--- config.mk ---
export PLATFORM = sky130hd
export DESIGN_NAME = parc_core_issue_scoreboard
export DESIGN_NICKNAME = d
export VERILOG_FILES = /design/src/rtl/parc_core_sb_pkg.sv /design/src/rtl/parc_core_sb_wb_pipe.sv /design/src/rtl/parc_core_issue_scoreboard.sv
export SDC_FILE = /design/constraint.sdc
export NUM_CORES = 1
export LEC_CHECK = 0
export ABC_AREA = 1
export BUFFER_PORTS_ARGS = -buffer_cell sky130_fd_sc_hd__buf_4
export CORE_ASPECT_RATIO = 0.7
export CORE_MARGIN = 10
export CORE_UTILIZATION = 58
export CTS_BUF_LIST = sky130_fd_sc_hd__clkbuf_8
export CTS_CLUSTER_SIZE = 40
export DETAILED_ROUTE_END_ITERATION = 6
export GPL_ROUTABILITY_DRIVEN = 1
export GPL_TIMING_DRIVEN = 0
export PLACE_DENSITY = 0.82
export SETUP_SLACK_MARGIN = 0.2
export SLEW_MARGIN = 30
export SYNTH_ARGS = -nofsm -noshare
export SYNTH_HDL_FRONTEND = slang
export SYNTH_SLANG_ARGS = --single-unit
--- constraint.sdc ---
create_clock -name clk -period 2 [get_ports clk]
set_clock_uncertainty 0.05 [all_clocks]
set_input_delay 0.2 -clock clk [delete_from_list [all_inputs] [get_ports clk]]
set_output_delay 0.2 -clock clk [all_outputs]
set_load 0.01 [all_outputs]
--- src/rtl/parc_core_sb_pkg.sv ---
// Shared constants and the completion-pipe entry type for the PARC issue scoreboard.
// Optional completion bypass is enabled with the PARC_SB_BYPASS_EN macro.
package parc_core_sb_pkg;
  localparam int SLOT_W       = 4;
  localparam int NUM_REGS     = 32;
  localparam int REG_W        = 5;
  localparam int LONG_LAT_DEF = 4;

  typedef struct packed {
    logic              val;
    logic [SLOT_W-1:0] slot;
  } wb_entry_t;
endpackage

--- src/rtl/parc_core_sb_wb_pipe.sv ---
// Completion shift register: entries enter at stage lat and drain through stage 1,
// which drives the single ROB fill port. Also reports writeback-port conflicts.
module parc_core_sb_wb_pipe
  import parc_core_sb_pkg::*;
#(
  parameter int LONG_LAT = LONG_LAT_DEF
) (
  input  logic              clk,
  input  logic              reset,
  input  logic              i_ins_val,
  input  logic [2:0]        i_ins_lat,
  input  logic [SLOT_W-1:0] i_ins_slot,
  output logic              o_conflict,
  output logic              o_fill_val,
  output logic [SLOT_W-1:0] o_fill_slot
);
  wb_entry_t r_pipe [1:LONG_LAT];
  // w_up[i] is what stage i inherits this cycle (stage i+1, or empty above the top).
  wb_entry_t w_up   [1:LONG_LAT];

  genvar gi;
  generate
    for (gi = 1; gi <= LONG_LAT; gi++) begin : g_up
      if (gi == LONG_LAT) begin : g_top
        assign w_up[gi] = '0;
      end else begin : g_mid
        assign w_up[gi] = r_pipe[gi+1];
      end
    end
  endgenerate

  always_ff @(posedge clk) begin
    for (int i = 1; i <= LONG_LAT; i++) begin
      if (!reset)
        r_pipe[i] <= '0;
      else if (i_ins_val && (int'(i_ins_lat) == i))
        r_pipe[i] <= {1'b1, i_ins_slot};
      else
        r_pipe[i] <= w_up[i];
    end
  end

  // A new entry at stage lat collides with whatever shifts down into that stage.
  always_comb begin
    o_conflict = 1'b0;
    for (int i = 1; i < LONG_LAT; i++) begin
      if ((int'(i_ins_lat) == i) && w_up[i].val)
        o_conflict = 1'b1;
    end
  end

  assign o_fill_val  = r_pipe[1].val;
  assign o_fill_slot = r_pipe[1].slot;
endmodule

--- src/rtl/parc_core_issue_scoreboard.sv ---
// In-order issue scoreboard: RAW / writeback-port / ROB-space checks, per-register pending table.
// Define PARC_SB_BYPASS_EN to let completed-but-uncommitted results issue via the bypass network.
module parc_core_issue_scoreboard
  import parc_core_sb_pkg::REG_W, parc_core_sb_pkg::NUM_REGS;
#(
  parameter int LONG_LAT = parc_core_sb_pkg::LONG_LAT_DEF,
  parameter int SLOT_W   = parc_core_sb_pkg::SLOT_W
) (
  input  logic              clk,
  input  logic              reset,
  input  logic              issue_val,
  output logic              issue_rdy,
  input  logic              issue_long,
  input  logic              src0_en,
  input  logic [REG_W-1:0]  src0_addr,
  input  logic              src1_en,
  input  logic [REG_W-1:0]  src1_addr,
  input  logic              dst_en,
  input  logic [REG_W-1:0]  dst_addr,
  output logic              src0_byp,
  output logic              src1_byp,
  output logic              rob_alloc_req_val,
  input  logic              rob_alloc_req_rdy,
  output logic [REG_W-1:0]  rob_alloc_req_preg,
  input  logic [SLOT_W-1:0] rob_alloc_resp_slot,
  output logic              rob_fill_val,
  output logic [SLOT_W-1:0] rob_fill_slot,
  input  logic              rob_commit_wen,
  input  logic [SLOT_W-1:0] rob_commit_slot,
  input  logic [REG_W-1:0]  rob_commit_rf_waddr
);
  logic              r_pending [NUM_REGS];
  logic [SLOT_W-1:0] r_tag     [NUM_REGS];
  logic [2:0]        r_cnt     [NUM_REGS];

  logic [2:0] w_lat;
  logic       w_dst, w_pend0, w_pend1, w_raw0, w_raw1, w_byp0, w_byp1;
  logic       w_wbc, w_ok, w_fire_dst, w_fill_val;

  assign w_lat   = issue_long ? 3'(LONG_LAT) : 3'd1;
  assign w_dst   = dst_en && (dst_addr != '0);
  assign w_pend0 = src0_en && (src0_addr != '0) && r_pending[src0_addr];
  assign w_pend1 = src1_en && (src1_addr != '0) && r_pending[src1_addr];

`ifdef PARC_SB_BYPASS_EN
  // cnt==0 means the value has already been broadcast on the fill port.
  assign w_raw0 = w_pend0 && (r_cnt[src0_addr] != 3'd0);
  assign w_raw1 = w_pend1 && (r_cnt[src1_addr] != 3'd0);
  assign w_byp0 = w_pend0 && (r_cnt[src0_addr] == 3'd0);
  assign w_byp1 = w_pend1 && (r_cnt[src1_addr] == 3'd0);
`else
  assign w_raw0 = w_pend0;
  assign w_raw1 = w_pend1;
  assign w_byp0 = 1'b0;
  assign w_byp1 = 1'b0;
`endif

  assign w_ok       = !w_raw0 && !w_raw1 && !w_wbc;
  assign issue_rdy  = reset && w_ok && (!w_dst || rob_alloc_req_rdy);
  assign w_fire_dst = issue_val && issue_rdy && w_dst;

  assign rob_alloc_req_val  = reset && issue_val && w_dst && w_ok;
  assign rob_alloc_req_preg = dst_addr;
  assign src0_byp           = reset && w_byp0;
  assign src1_byp           = reset && w_byp1;
  assign rob_fill_val       = reset && w_fill_val;

  // A same-cycle issue to a register wins over a commit of its older writer.
  always_ff @(posedge clk) begin
    for (int r = 0; r < NUM_REGS; r++) begin
      if (!reset || (r == 0)) begin
        r_pending[r] <= 1'b0;
        r_tag[r]     <= '0;
        r_cnt[r]     <= 3'd0;
      end else if (w_fire_dst && (dst_addr == REG_W'(r))) begin
        r_pending[r] <= 1'b1;
        r_tag[r]     <= rob_alloc_resp_slot;
        r_cnt[r]     <= w_lat;
      end else begin
        if (rob_commit_wen && r_pending[r] && (rob_commit_rf_waddr == REG_W'(r))
            && (r_tag[r] == rob_commit_slot))
          r_pending[r] <= 1'b0;
        if (r_cnt[r] != 3'd0)
          r_cnt[r] <= r_cnt[r] - 3'd1;
      end
    end
  end

  parc_core_sb_wb_pipe #(.LONG_LAT(LONG_LAT)) u_wb_pipe (
    .clk         (clk),
    .reset       (reset),
    .i_ins_val   (w_fire_dst),
    .i_ins_lat   (w_lat),
    .i_ins_slot  (rob_alloc_resp_slot),
    .o_conflict  (w_wbc),
    .o_fill_val  (w_fill_val),
    .o_fill_slot (rob_fill_slot)
  );
endmodule

Word level (Yosys, flattened, before mapping)
Memories as Yosys holds them, arrays and structs flattened.
Index checks and enable logic that the tools add are counted.
{"block": "word_totals", "ff_bits": 0, "latch_bits": 0, "memories": 3, "inputBits": 37, "romBits": 0, "ram_bits": 180}
{"memory": "r_tag", "depth": 32, "word_bits": 4, "read_ports": 31, "rd_clocked_by_memory_dff": 0, "wr": 32, "line": "parc_core_issue_scoreboard.sv:33", "text": "logic [SLOT_W-1:0] r_tag [NUM_REGS];"}
{"memory": "r_pending", "depth": 32, "word_bits": 1, "read_ports": 33, "rd_clocked_by_memory_dff": 0, "wr": 32, "line": "parc_core_issue_scoreboard.sv:32", "text": "logic r_pending [NUM_REGS];"}
{"memory": "u_wb_pipe.r_pipe", "depth": 4, "word_bits": 5, "read_ports": 4, "rd_clocked_by_memory_dff": 0, "wr": 4, "line": "parc_core_sb_wb_pipe.sv:17", "text": "wb_entry_t r_pipe [1:LONG_LAT];"}
{"block": "op_classes", "n_mux": 347, "n_lt_le_gt_ge": 0, "multipliers": 0, "eq_ne": 97, "n_bitwise": 101, "n_shift": 0, "n_reduce_logical": 154, "n_addsub": 0, "div": 0}
{"operator": "2-to-1 mux 1 bit", "n": 307}
{"operator": "== test 5 bit, second input constant", "n": 32}
{"operator": "logical AND 1 bit", "n": 146}
{"operator": "== test 4 bit", "n": 31}
{"operator": "2-to-1 mux 4 bit", "n": 31}
{"operator": "OR 1 bit", "n": 101}
{"operator": "== test 5 x 4 -> 1 bit, second input constant", "n": 16}
{"operator": "== test 5 x 3 -> 1 bit, second input constant", "n": 8}
{"operator": "2-to-1 mux 5 bit", "n": 8}
{"operator": "== test 5 x 2 -> 1 bit, second input constant", "n": 4}
{"operator": "nonzero test 5 bit", "n": 3}
{"operator": "== test 5 x 1 -> 1 bit, second input constant", "n": 2}
{"operator": "== test 3 bit, second input constant", "n": 3}
{"operator": "zero test 1 bit", "n": 4}
{"operator": "== test 3 x 2 -> 1 bit, second input constant", "n": 1}
{"operator": "2-to-1 mux 3 bit", "n": 1}
{"operator": "logical OR 1 bit", "n": 1}

Depth between registers and ports, before layout
Gate-level depths: netlist of the first run.
{"block": "depth", "word_depth": 18, "mapped_depth": 16}

Hierarchy
A second synthesis of the first run with hierarchy kept.
{"block": "unflattened", "cells_unflattened": 1183, "area_unflattened_um2": 10088.4}
{"module": "parc_core_issue_scoreboard", "area_each_um2": 9092.5, "instances": 1, "cells_each": 1082}
{"module": "parc_core_sb_wb_pipe", "area_each_um2": 996.0, "instances": 1, "cells_each": 101}

Least setup slack after synthesis of the first run
OpenSTA, ideal clock, no wires.
{"block": "synth_timing", "path_type": "input to register", "startpoint": "input src0_addr[0]", "endpoint": "memory r_tag[6][0] (netlist: r_tag[0][24]) (enable)", "cell_stages": 15, "arrival_time_ns": 1.673, "setup_slack_ns": -0.031, "path_cell_list": "buf_6 clkinv_2 buf_6 nand2_1 nand3_1 nand3_1 nand3_1 nand3_1 nand3_1 nand4_1 nor2_2 buf_6 buf_12 nand3_4 nand2_1"}
{"element": "from (decl)", "line": "parc_core_issue_scoreboard.sv:15", "text": "input logic [REG_W-1:0] src0_addr,"}
{"element": "to (decl)", "line": "parc_core_issue_scoreboard.sv:33"}

==> impl_summary.log, run 1 <==
INFO  metric first_pass_drt_iterations = 6
INFO  metric hold_ws = 0.09632 ns
INFO  metric rsz0062_at_grt = yes
INFO  metric global_route.overflow_total = 0
INFO  metric seq_area_frac_synth = 0.5340
INFO  metric yosys_warnings = 0
INFO  metric cellLeakagePower = 5.171 nW
INFO  metric die-area = 22250 µm²
INFO  metric synthDominantCellAreaShare = 0.5112
INFO  metric final-seq-area = 5146 µm²
INFO  metric setup_slack = -0.5008 ns
INFO  metric detail-route-antenna-nets = 0
INFO  metric timing_max_transition_violations_final = 0
INFO  metric cts-root-to-sink-buffers = 2
INFO  metric number_of_sinks_driven_by_the_clock_tree = 175
INFO  metric synthDistinctLibCells = 34
INFO  metric netlist_instances = 1062
INFO  metric cell_at_the_slowest_stage_of_the_critical_path = edfxtp_1
INFO  metric core-area = 16300 µm²
INFO  metric share_of_cells_above_drive_strength_1 = 0.3560
INFO  metric fillerInstances = 981
INFO  metric finish.utilization = 0.7802
INFO  metric post_synth.cell_area_avg = 9.072 µm²
INFO  metric pre_cts_slack = -0.6741 ns
INFO  metric nets = 1257
INFO  metric ys_async_sr_fraction = 0
INFO  metric initial_utilization = 0.5911
INFO  metric cts.reportedPaths.clkPinSlew = 0.10 ns
INFO  metric critical_path.cell_chain = buf_4 > nand3_1 > nand4_1 > nand3_2 > nand2_2 > nand3_4 > nand4_1 > nor2_4 > buf_8 > buf_12 > nand3_4 > nand2_4
INFO  metric finish.instance_area = 12720 µm²
INFO  metric path_class = reg2reg
INFO  metric cts_buffers = 17
INFO  metric cts-htree-levels = 4
INFO  metric result_of_the_run = finished with violations
INFO  metric finalPower = 7.726 mW
INFO  metric multi_input_comb_area = 4756 µm²
INFO  metric setup.worst_path.end_class = register
INFO  metric drt-wirelength-per-cell = 21.95 µm
INFO  metric synth.area.top_cells = edfxtp_1 51%, nor2_1 7.9%, nand2_1 5.5%
INFO  metric worstPathArrival = 2.66 ns
INFO  metric critical_path.top_delay_family = simple AND/OR/NAND/NOR gates
INFO  metric grt_first_pass_wirelength = 45.55 mm
INFO  metric via_count = 8829
INFO  metric worstReg2RegStart = r_pending[8]
INFO  metric final-instance-count-excl-fill = 1458
INFO  metric powerDensity = 607.5 nW/µm²
INFO  metric vias_per_cell = 6.056
INFO  metric slew_headroom = 0.1325
INFO  metric drt-initial-drc-count = 1346
INFO  metric synth-seq-cells = 175
INFO  metric timing.hold.worst.class = in2reg
INFO  metric worstPathRequired = 2.16 ns
INFO  metric synth-edff-count = 164
INFO  metric synthFlopType = edfxtp_1
INFO  metric yosysMostFrequentCell = nor2_1
INFO  metric synthAdderAreaFrac = 0
INFO  metric antenna_cells = 0
INFO  metric timing.final.crit_period = 2.501 ns
INFO  metric cts-root-buf = clkbuf_8
INFO  metric finalSetupViolCount = 321
INFO  metric drc = 0
INFO  metric synthesis.area = 9634 µm²
INFO  metric port_buffers = 41
INFO  metric synth_compound_area_frac = 0.02649
INFO  metric die_h = 127.8 µm
INFO  metric synth_largest_area_cell = edfxtp_1
INFO  metric max_slew.worst_pin.slew = 1.301 ns
INFO  metric failed_checks = negative setup slack
INFO  metric ioPinCount = 51
INFO  metric route.final.wire_length = 32.01 mm
INFO  metric muxShareOfSynthArea = 0
INFO  metric placement_rows = 39
INFO  metric vias_in_the_first_global_route = 7869
INFO  metric fin_tns_setup = -131.49 ns
INFO  metric floorplan.die.width = 174.0 µm
INFO  metric area_growth_syn_to_layout = 31.99%
INFO  metric post_synth_most_frequent_cells = 202 x nor2_1, 164 x edfxtp_1, 142 x nand2_1, 128 x inv_1, 105 x nand3_1
INFO  metric drv_cap = 0
INFO  metric cp-startpoint = r_pending[8]
INFO  metric timing.hold.worst.start = rob_alloc_req_rdy
INFO  metric timing.final.crit_share = 1.250
INFO  metric synth-xor-area-share = 0.07364
INFO  metric postPlaceCellArea = 10440 µm²
INFO  metric critical_path_buf_inv_count = 3
INFO  metric antenna_found_initial = 0
INFO  metric worstSkewPairLatency = 0.50 ns
INFO  metric place_congestion = 0.9886
INFO  metric clock.fmax = 399.9 MHz
INFO  metric highest_cell_delay_on_the_worst_timing_path = 0.53 ns
INFO  metric grtUsageTotal = 0.2675
INFO  metric synth_simple_gate_area_frac = 0.2745
INFO  metric start_kind = register
INFO  metric post-place-cells = 1338
INFO  metric cts_tree = done
INFO  metric critical_path_peak_fanout = 7
INFO  metric timing.final.hold_violations = 0
INFO  metric grt_max_degree = 19
INFO  metric vdd_ir_max = 601.3 µV
INFO  metric dp_hpwl = 20.10 mm
INFO  metric synth_top_family_by_area = simple AND/OR/NAND/NOR gates
[layer usage]
| layer | global-route usage | wire length (µm) | up-vias |
|---|---|---|---|
| li1 | - | - | 3810 |
| met1 | 0.3708 | 11840 | 4149 |
| met2 | 0.4051 | 14460 | 734 |
| met3 | 0.06386 | 4392 | 136 |
| met4 | 0.09173 | 1319 | 0 |
| met5 | 0 | 0 | - |
[area by class of cell]
cell class,count,share of cell area
plain buffers,66,0.03119
multi-input cells,697,0.3740
flip-flops and latches,175,0.4047
clock inverters,15,0.01082
repair buffers,129,0.09859
inverters,134,0.04015
well taps,225,0.02214
clock buffers,17,0.01840
[layout by cell type, fill, tap and decap left out, types with 3 or more instances in the layout]
cell           count
nand3_2           39
nand2_1          103
conb_1            12
o211ai_1           3
inv_8              4
o22ai_1            3
a21oi_1            4
buf_4             74
nor2_4            44
buf_6             61
nand4_1           30
buf_12             3
nand3_1           45
edfxtp_1         164
nor3_1            13
clkbuf_2           4
inv_6              6
inv_1             91
inv_2             41
clkinv_4           4
nor4_1            23
clkbuf_1          34
dfxtp_1           10
xnor2_1           51
xor2_1            30
nor2_2            48
nand2_2           14
buf_8              6
a211oi_1           9
nor2_1           143
nand3_4           34
o21ai_0           11
a2111oi_0          4
dlygate4sd3_1      5
nand2_4           26
clkbuf_8          17
buf_2              5
[tightest hold or removal path, cell delays in order]
cell and delay [ns]:
buf_4 0.12, nand3_4 0.11, a21oi_2 0.05
[report_power, final]
group          switching (mW)  internal (mW)
Combinational           0.743          0.357
Sequential             0.0667           4.12
Clock                    1.52          0.920
Total                    2.33           5.39
[what timing repair did]
action,in CTS,in global routing
hold buffers,3,2
hold endpoints to repair,5,2
cloned,3,0
setup buffers,50,30
setup endpoints to repair,321,321
pin swaps,17,24
gates resized for setup,126,195
[cells by family after synthesis]
logic type	after synthesis
AND/OR/NAND/NOR	564
buffers and inverters	200
flip-flops	175
XOR/XNOR	81
AO/OA/AOI/OAI	40
other	2
[registers in the layout, summed over array words and instances (netlist names)]
register / count
r_tag: 124
r_pending: 31
u_wb_pipe.r_pipe: 20
[path summary, 6_finish.rpt]
path,end,slack [ns],cells past startpoint
max,r_tag[0][8],-0.50,12
min,u_wb_pipe.r_pipe[0][9],0.1,3
max reg2reg,r_tag[0][8],-0.50,12
min reg2reg,u_wb_pipe.r_pipe[0][10],0.38,2
No activity file was read; power rests on OpenSTA's default activity.
==> run 2, diff against run 1 <==
--- a/config.mk
+++ b/config.mk
@@ -16,6 +16,7 @@
 export GPL_ROUTABILITY_DRIVEN = 1
 export GPL_TIMING_DRIVEN = 0
 export PLACE_DENSITY = 0.82
+export RECOVER_POWER = 50
 export SETUP_SLACK_MARGIN = 0.2
 export SLEW_MARGIN = 30
 export SYNTH_ARGS = -nofsm -noshare
==> impl_summary.log, run 2 (same netlist as run 1, synthesis figures left out) <==
INFO  metric worstReg2RegStart = r_pending[8] (unchanged)
INFO  metric first_pass_drt_iterations = 7 (was 6)
INFO  metric critical_path_buf_inv_count = 3 (unchanged)
INFO  metric fillerInstances = 981 (unchanged)
INFO  metric clock.fmax = 398.2 MHz (was 399.9 MHz)
INFO  metric core-area = 16300 µm² (unchanged)
INFO  metric grt_first_pass_wirelength = 45.55 mm (unchanged)
INFO  metric grt_max_degree = 19 (unchanged)
INFO  metric area_growth_syn_to_layout = 31.95% (was 31.99%)
INFO  metric drv_cap = 0 (unchanged)
INFO  metric worstSkewPairLatency = 0.50 ns (about the same)
INFO  metric cts-htree-levels = 4 (unchanged)
INFO  metric cts_tree = done (unchanged)
INFO  metric antenna_found_initial = 0 (unchanged)
INFO  metric powerDensity = 607.3 nW/µm² (was 607.5 nW/µm²)
INFO  metric number_of_sinks_driven_by_the_clock_tree = 175 (unchanged)
INFO  metric timing_max_transition_violations_final = 0 (unchanged)
INFO  metric initial_utilization = 0.5911 (unchanged)
INFO  metric setup_slack = -0.5111 ns (was -0.5008 ns)
INFO  metric slew_headroom = 0.1429 (was 0.1325)
INFO  metric fin_tns_setup = -136.55 ns (was -131.49 ns)
INFO  metric start_kind = register (unchanged)
INFO  metric share_of_cells_above_drive_strength_1 = 0.3552 (was 0.3560)
INFO  metric drc = 0 (unchanged)
INFO  metric timing.hold.worst.class = in2reg (unchanged)
INFO  metric multi_input_comb_area = 4756 µm² (unchanged)
INFO  metric floorplan.die.width = 174.0 µm (unchanged)
INFO  metric cell_at_the_slowest_stage_of_the_critical_path = edfxtp_1 (unchanged)
INFO  metric timing.final.crit_period = 2.511 ns (was 2.501 ns)
INFO  metric max_flop_register = r_tag (unchanged)
INFO  metric place_congestion = 0.9886 (unchanged)
INFO  metric drt-wirelength-per-cell = 22.05 µm (was 21.95 µm)
INFO  metric result_of_the_run = finished with violations (unchanged)
INFO  metric antenna_cells = 0 (unchanged)
INFO  metric timing.final.hold_violations = 0 (unchanged)
INFO  metric path_class = reg2reg (unchanged)
INFO  metric global_route.overflow_total = 0 (unchanged)
INFO  metric port_buffers = 41 (unchanged)
INFO  metric dp_hpwl = 20.10 mm (unchanged)
INFO  metric vdd_ir_max = 599.2 µV (was 601.3 µV)
INFO  metric register_to_register_path_setup_slack = -0.51 ns (was -0.50 ns)
INFO  metric finalPower = 7.721 mW (was 7.726 mW)
INFO  metric nets = 1257 (unchanged)
INFO  metric max_slew.worst_pin.slew = 1.286 ns (was 1.301 ns)
INFO  metric layout_common_cells = 164 x edfxtp_1, 143 x nor2_1, 103 x nand2_1, 91 x inv_1, 73 x buf_4 (was 164 x edfxtp_1, 143 x nor2_1, 103 x nand2_1, 91 x inv_1, 74 x buf_4)
INFO  metric min_delay_path_depth = 3 (unchanged)
INFO  metric pre_cts_slack = -0.6741 ns (unchanged)
INFO  metric grtUsageTotal = 0.2675 (unchanged)
INFO  metric worstPathArrival = 2.67 ns (was 2.66 ns)
INFO  metric placement_rows = 39 (unchanged)
INFO  metric failed_checks = negative setup slack (unchanged)
INFO  metric layout.cells.most_common = edfxtp_1 (unchanged)
INFO  metric highest_cell_delay_on_the_worst_timing_path = 0.53 ns (about the same)
INFO  metric detail-route-antenna-nets = 0 (unchanged)
INFO  metric critical_path.top_delay_family = simple AND/OR/NAND/NOR gates (unchanged)
INFO  metric setup.worst_path.end_class = register (unchanged)
INFO  metric largest_register_ff_count = 124 (unchanged)
INFO  metric worst_hold_path.endpoint = u_wb_pipe.r_pipe[0][9] (unchanged)
INFO  metric critical_path.cell_chain = buf_4 > nand3_1 > nand4_1 > nand3_2 > nand2_2 > nand3_4 > nand4_1 > nor2_4 > buf_8 > buf_12 > nand3_4 > nand2_4 (unchanged)
INFO  metric die-area = 22250 µm² (unchanged)
INFO  metric cts_buffers = 17 (unchanged)
INFO  metric finalSetupViolCount = 321 (unchanged)
INFO  metric vias_per_cell = 6.140 (was 6.056)
INFO  metric capture_point_of_the_worst_reg_to_reg_path = r_tag[0][8] (unchanged)
INFO  metric critical_path_peak_fanout = 7 (unchanged)
INFO  metric finish.utilization = 0.7800 (was 0.7802)
INFO  metric ff2ff_path_depth = 12 (unchanged)
INFO  metric vias_in_the_first_global_route = 7869 (unchanged)
INFO  metric via_count = 8952 (was 8829)
INFO  metric ioPinCount = 51 (unchanged)
INFO  metric cellLeakagePower = 5.167 nW (was 5.171 nW)
INFO  metric final-seq-area = 5146 µm² (unchanged)
INFO  metric route.final.wire_length = 32.14 mm (was 32.01 mm)
INFO  metric cts-root-to-sink-buffers = 2 (unchanged)
INFO  metric timing.final.crit_share = 1.256 (was 1.250)
INFO  metric timing.hold.worst.start = rob_alloc_req_rdy (unchanged)
INFO  metric rsz0062_at_grt = yes (unchanged)
INFO  metric hold_ws = 0.09992 ns (was 0.09632 ns)
INFO  metric worstPathRequired = 2.16 ns (about the same)
INFO  metric drt-initial-drc-count = 1440 (was 1346)
INFO  metric cts.reportedPaths.clkPinSlew = 0.10 ns (about the same)
INFO  metric cts-root-buf = clkbuf_8 (unchanged)
INFO  metric die_h = 127.8 µm (unchanged)
INFO  metric largestRegisters = r_tag: 124 flops, r_pending: 31 flops, u_wb_pipe.r_pipe: 20 flops (unchanged)
## run 2: worst max path at each step
stage | from | end | slack, ns | depth (start not counted)
after floorplan | src1_addr[0] | r_tag[0][24] | 0.02 | 13
after global placement | r_pending[3] | r_tag[0][55] | -0.63 | 14
after detailed placement | r_pending[3] | r_tag[0][52] | -0.67 | 14
after CTS | r_pending[5] | r_tag[1][22] | -0.37 | 15
after global routing | r_pending[3] | r_tag[1][40] | -0.57 | 15
final | r_pending[8] | r_tag[0][8] | -0.51 | 12
## run 2: worst min-delay path, stage by stage
cell,delay [ns]
buf_4,0.12
nand3_4,0.11
a21oi_2,0.05
## run 2: power by group
group,internal (mW),leakage [nW],switching [mW]
clock,0.920,0.191,1.52
combinational,0.356,3.20,0.746
sequential,4.12,1.78,0.0665
total,5.39,5.17,2.33
## run 2: timing repair
item	in CTS	in global routing
gates resized for setup	126	195
hold buffers	3	2
gates cloned	3	0
pin swaps	17	24
buffers inserted	50	30
setup endpoints to repair	321	321
hold endpoints to repair	5	2
## run 2: metal layers
layer  up-vias  GRT usage  wire, µm
met5         -          0         0
met4         0    0.09173      1294
met3       137    0.06386      4476
met2       759     0.4051     14560
met1      4245     0.3708     11810
li1       3811          -         -
## run 2: final cells by class
class	instances	share of cell area
repair buffers	129	0.09833
clock inverters	15	0.01083
multi-input cells	697	0.3741
clock buffers	17	0.01841
well taps	225	0.02215
inverters	134	0.04016
flip-flops and latches	175	0.4048
plain buffers	66	0.03120
## run 2: per-stage QoR
step / area [µm²] / std cells
detailed placement: 10440 / 1338
global route: 12710 / 1458
finish: 12710 / 1458
CTS: 11800 / 1426
global placement: 10430 / 1338
floorplan: 9844 / 1072
==> run 3, diff against run 2 <==
--- a/config.mk
+++ b/config.mk
@@ -15,8 +15,9 @@
 export DETAILED_ROUTE_END_ITERATION = 6
 export GPL_ROUTABILITY_DRIVEN = 1
 export GPL_TIMING_DRIVEN = 0
+export HOLD_SLACK_MARGIN = 0.05
 export PLACE_DENSITY = 0.82
-export RECOVER_POWER = 50
+export RECOVER_POWER = 25
 export SETUP_SLACK_MARGIN = 0.2
 export SLEW_MARGIN = 30
 export SYNTH_ARGS = -nofsm -noshare
==> impl_summary.log, run 3 (same netlist as run 1, synthesis figures left out) <==
INFO  metric result_of_the_run = finished with violations (unchanged)
INFO  metric failed_checks = negative setup slack (unchanged)
INFO  metric cts.reportedPaths.clkPinSlew = 0.10 ns (about the same)
INFO  metric timing.final.crit_share = 1.243 (was 1.256)
INFO  metric capture_point_of_the_worst_reg_to_reg_path = r_tag[0][8] (unchanged)
INFO  metric number_of_sinks_driven_by_the_clock_tree = 175 (unchanged)
INFO  metric port_buffers = 41 (unchanged)
INFO  metric layout_common_cells = 164 x edfxtp_1, 137 x nor2_1, 103 x nand2_1, 90 x inv_1, 75 x buf_4 (was 164 x edfxtp_1, 143 x nor2_1, 103 x nand2_1, 91 x inv_1, 73 x buf_4)
INFO  metric dp_hpwl = 20.10 mm (unchanged)
INFO  metric setup_slack = -0.4854 ns (was -0.5111 ns)
INFO  metric initial_utilization = 0.5911 (unchanged)
INFO  metric nets = 1261 (was 1257)
INFO  metric first_pass_drt_iterations = 6 (was 7)
INFO  metric multi_input_comb_area = 4791 µm² (was 4756 µm²)
INFO  metric antenna_cells = 0 (unchanged)
INFO  metric worstPathRequired = 2.16 ns (about the same)
INFO  metric cts_tree = done (unchanged)
INFO  metric area_growth_syn_to_layout = 32.65% (was 31.95%)
INFO  metric rsz0062_at_grt = yes (unchanged)
INFO  metric core-area = 16300 µm² (unchanged)
INFO  metric cellLeakagePower = 5.185 nW (was 5.167 nW)
INFO  metric register_to_register_path_setup_slack = -0.49 ns (was -0.51 ns)
INFO  metric cts-htree-levels = 4 (unchanged)
INFO  metric place_congestion = 0.9886 (unchanged)
INFO  metric grt_max_degree = 19 (unchanged)
INFO  metric worstReg2RegStart = r_pending[8] (unchanged)
INFO  metric share_of_cells_above_drive_strength_1 = 0.3630 (was 0.3552)
INFO  metric die_h = 127.8 µm (unchanged)
INFO  metric drv_cap = 0 (unchanged)
INFO  metric slew_headroom = 0.08874 (was 0.1429)
INFO  metric fin_tns_setup = -126.87 ns (was -136.55 ns)
INFO  metric die-area = 22250 µm² (unchanged)
INFO  metric path_class = reg2reg (unchanged)
INFO  metric timing.final.hold_violations = 0 (unchanged)
INFO  metric max_slew.worst_pin.slew = 1.367 ns (was 1.286 ns)
INFO  metric global_route.overflow_total = 0 (unchanged)
INFO  metric vias_in_the_first_global_route = 7912 (was 7869)
INFO  metric highest_cell_delay_on_the_worst_timing_path = 0.53 ns (about the same)
INFO  metric worstSkewPairLatency = 0.51 ns (was 0.50 ns)
INFO  metric critical_path.endpoint = r_tag[0][8] (unchanged)
INFO  metric worstPathArrival = 2.64 ns (was 2.67 ns)
INFO  metric cp.depth = 12 (unchanged)
INFO  metric cts-root-to-sink-buffers = 2 (unchanged)
INFO  metric floorplan.die.width = 174.0 µm (unchanged)
INFO  metric ff2ff_path_depth = 12 (unchanged)
INFO  metric cp-startpoint = r_pending[8] (unchanged)
INFO  metric critical_path.top_delay_family = simple AND/OR/NAND/NOR gates (unchanged)
INFO  metric start_kind = register (unchanged)
INFO  metric critical_path.cell_chain = buf_4 > nand3_1 > nand4_1 > nand3_2 > nand2_2 > nand3_4 > nand4_1 > nor2_4 > buf_8 > buf_12 > nand3_4 > nand2_4 (unchanged)
INFO  metric placement_rows = 39 (unchanged)
INFO  metric largestRegisters = r_tag: 124 flops, r_pending: 31 flops, u_wb_pipe.r_pipe: 20 flops (unchanged)
INFO  metric vdd_ir_max = 941.4 µV (was 599.2 µV)
INFO  metric powerDensity = 610.9 nW/µm² (was 607.3 nW/µm²)
INFO  metric antenna_found_initial = 0 (unchanged)
INFO  metric vias_per_cell = 6.140 (about the same)
INFO  metric critical_path_peak_fanout = 7 (unchanged)
INFO  metric drt-initial-drc-count = 1447 (was 1440)
INFO  metric max_flop_register = r_tag (unchanged)
INFO  metric fillerInstances = 969 (was 981)
INFO  metric detail-route-antenna-nets = 0 (unchanged)
INFO  metric timing_max_transition_violations_final = 0 (unchanged)
INFO  metric cts_buffers = 17 (unchanged)
INFO  metric grtUsageTotal = 0.2677 (was 0.2675)
INFO  metric final-seq-area = 5146 µm² (unchanged)
INFO  metric timing.final.crit_period = 2.485 ns (was 2.511 ns)
INFO  metric layout.cells.most_common = edfxtp_1 (unchanged)
INFO  metric clock.fmax = 402.4 MHz (was 398.2 MHz)
INFO  metric finish.utilization = 0.7841 (was 0.7800)
INFO  metric route.final.wire_length = 33.43 mm (was 32.14 mm)
INFO  metric via_count = 8976 (was 8952)
INFO  metric drc = 0 (unchanged)
INFO  metric setup.worst_path.end_class = register (unchanged)
INFO  metric grt_first_pass_wirelength = 45.55 mm (about the same)
INFO  metric drt-wirelength-per-cell = 22.87 µm (was 22.05 µm)
INFO  metric cts-root-buf = clkbuf_8 (unchanged)
INFO  metric cell_at_the_slowest_stage_of_the_critical_path = edfxtp_1 (unchanged)
INFO  metric timing.hold.worst.class = in2reg (unchanged)
INFO  metric critical_path_buf_inv_count = 3 (unchanged)
INFO  metric ioPinCount = 51 (unchanged)
INFO  metric finalSetupViolCount = 321 (unchanged)
INFO  metric largest_register_ff_count = 124 (unchanged)
-- run 3: cell count changes in the layout (fill, tap and decap cells not counted), sizes merged --
cell / before / now
buf: 151 / 155
-- run 3: tightest hold or removal path: stages --
cell,delay (ns)
buf_4,0.13
nand3_4,0.10
a21oi_2,0.06
-- run 3: area by class of cell --
class,instances,share of cell area
flip-flops and latches,175,0.4027
multi-input cells,697,0.3749
clock buffers,17,0.01831
repair buffers,133,0.1007
well taps,225,0.02203
clock inverters,15,0.01077
inverters,134,0.03995
plain buffers,66,0.03064
-- run 3: routing by layer --
| layer | routed length (µm) | vias up | GRT usage | part of all wire |
|---|---|---|---|---|
| met5 | 0 | - | 0 | 0 |
| met4 | 1474 | 0 | 0.09273 | 0.044 |
| met3 | 4646 | 155 | 0.06474 | 0.14 |
| met2 | 15340 | 796 | 0.4082 | 0.46 |
| met1 | 11980 | 4222 | 0.3678 | 0.36 |
| li1 | - | 3803 | - | - |
-- run 3: how the worst min path moves through the flow --
stage | slack [ns] | from | end | depth (start not counted)
after global routing | 0.09 | rob_alloc_req_rdy | u_wb_pipe.r_pipe[0][9] | 3
after global placement | 0.34 | u_wb_pipe.r_pipe[0][17] | u_wb_pipe.r_pipe[0][12] | 2
final | 0.1 | rob_alloc_req_rdy | u_wb_pipe.r_pipe[0][9] | 3
after CTS | 0.11 | rob_alloc_resp_slot[0] | r_tag[0][20] | 3
after detailed placement | 0.36 | u_wb_pipe.r_pipe[0][16] | u_wb_pipe.r_pipe[0][11] | 2
after floorplan | 0.34 | u_wb_pipe.r_pipe[0][15] | u_wb_pipe.r_pipe[0][10] | 2
-- run 3: metrics by stage --
step / setup slack, ns / instance area [µm²] / total power, mW / hold slack, ns / std cells
6_report: -0.4854 / 12780 / 7.807 / 0.09759 / 1462
5_1_grt: -0.6046 / 12780 / 7.961 / 0.09295 / 1462
4_1_cts: -0.3722 / 11820 / 7.548 / 0.1051 / 1428
3_5_place_dp: -0.6741 / 10440 / 5.160 / 0.3572 / 1338
3_3_place_gp: -0.6286 / 10430 / 5.136 / 0.3429 / 1338
2_1_floorplan: 0.01953 / 9844 / 4.839 / 0.3405 / 1072
-- run 3: report_power, final --
group          total (mW)  internal (mW)  leakage [nW]  switching, mW
registers            4.18           4.12          1.78         0.0686
logic                1.12          0.357          3.22          0.758
clock network        2.51          0.922         0.191           1.59
-- run 3: timing repair --
action | CTS | global route
setup endpoints to repair | 321 | 321
cloned | 3 | 0
gates resized for setup | 126 | 207
buffers inserted | 50 | 34
endpoints found under the hold margin | 9 | 0
pin swaps | 17 | 26
hold buffers | 5 | 0
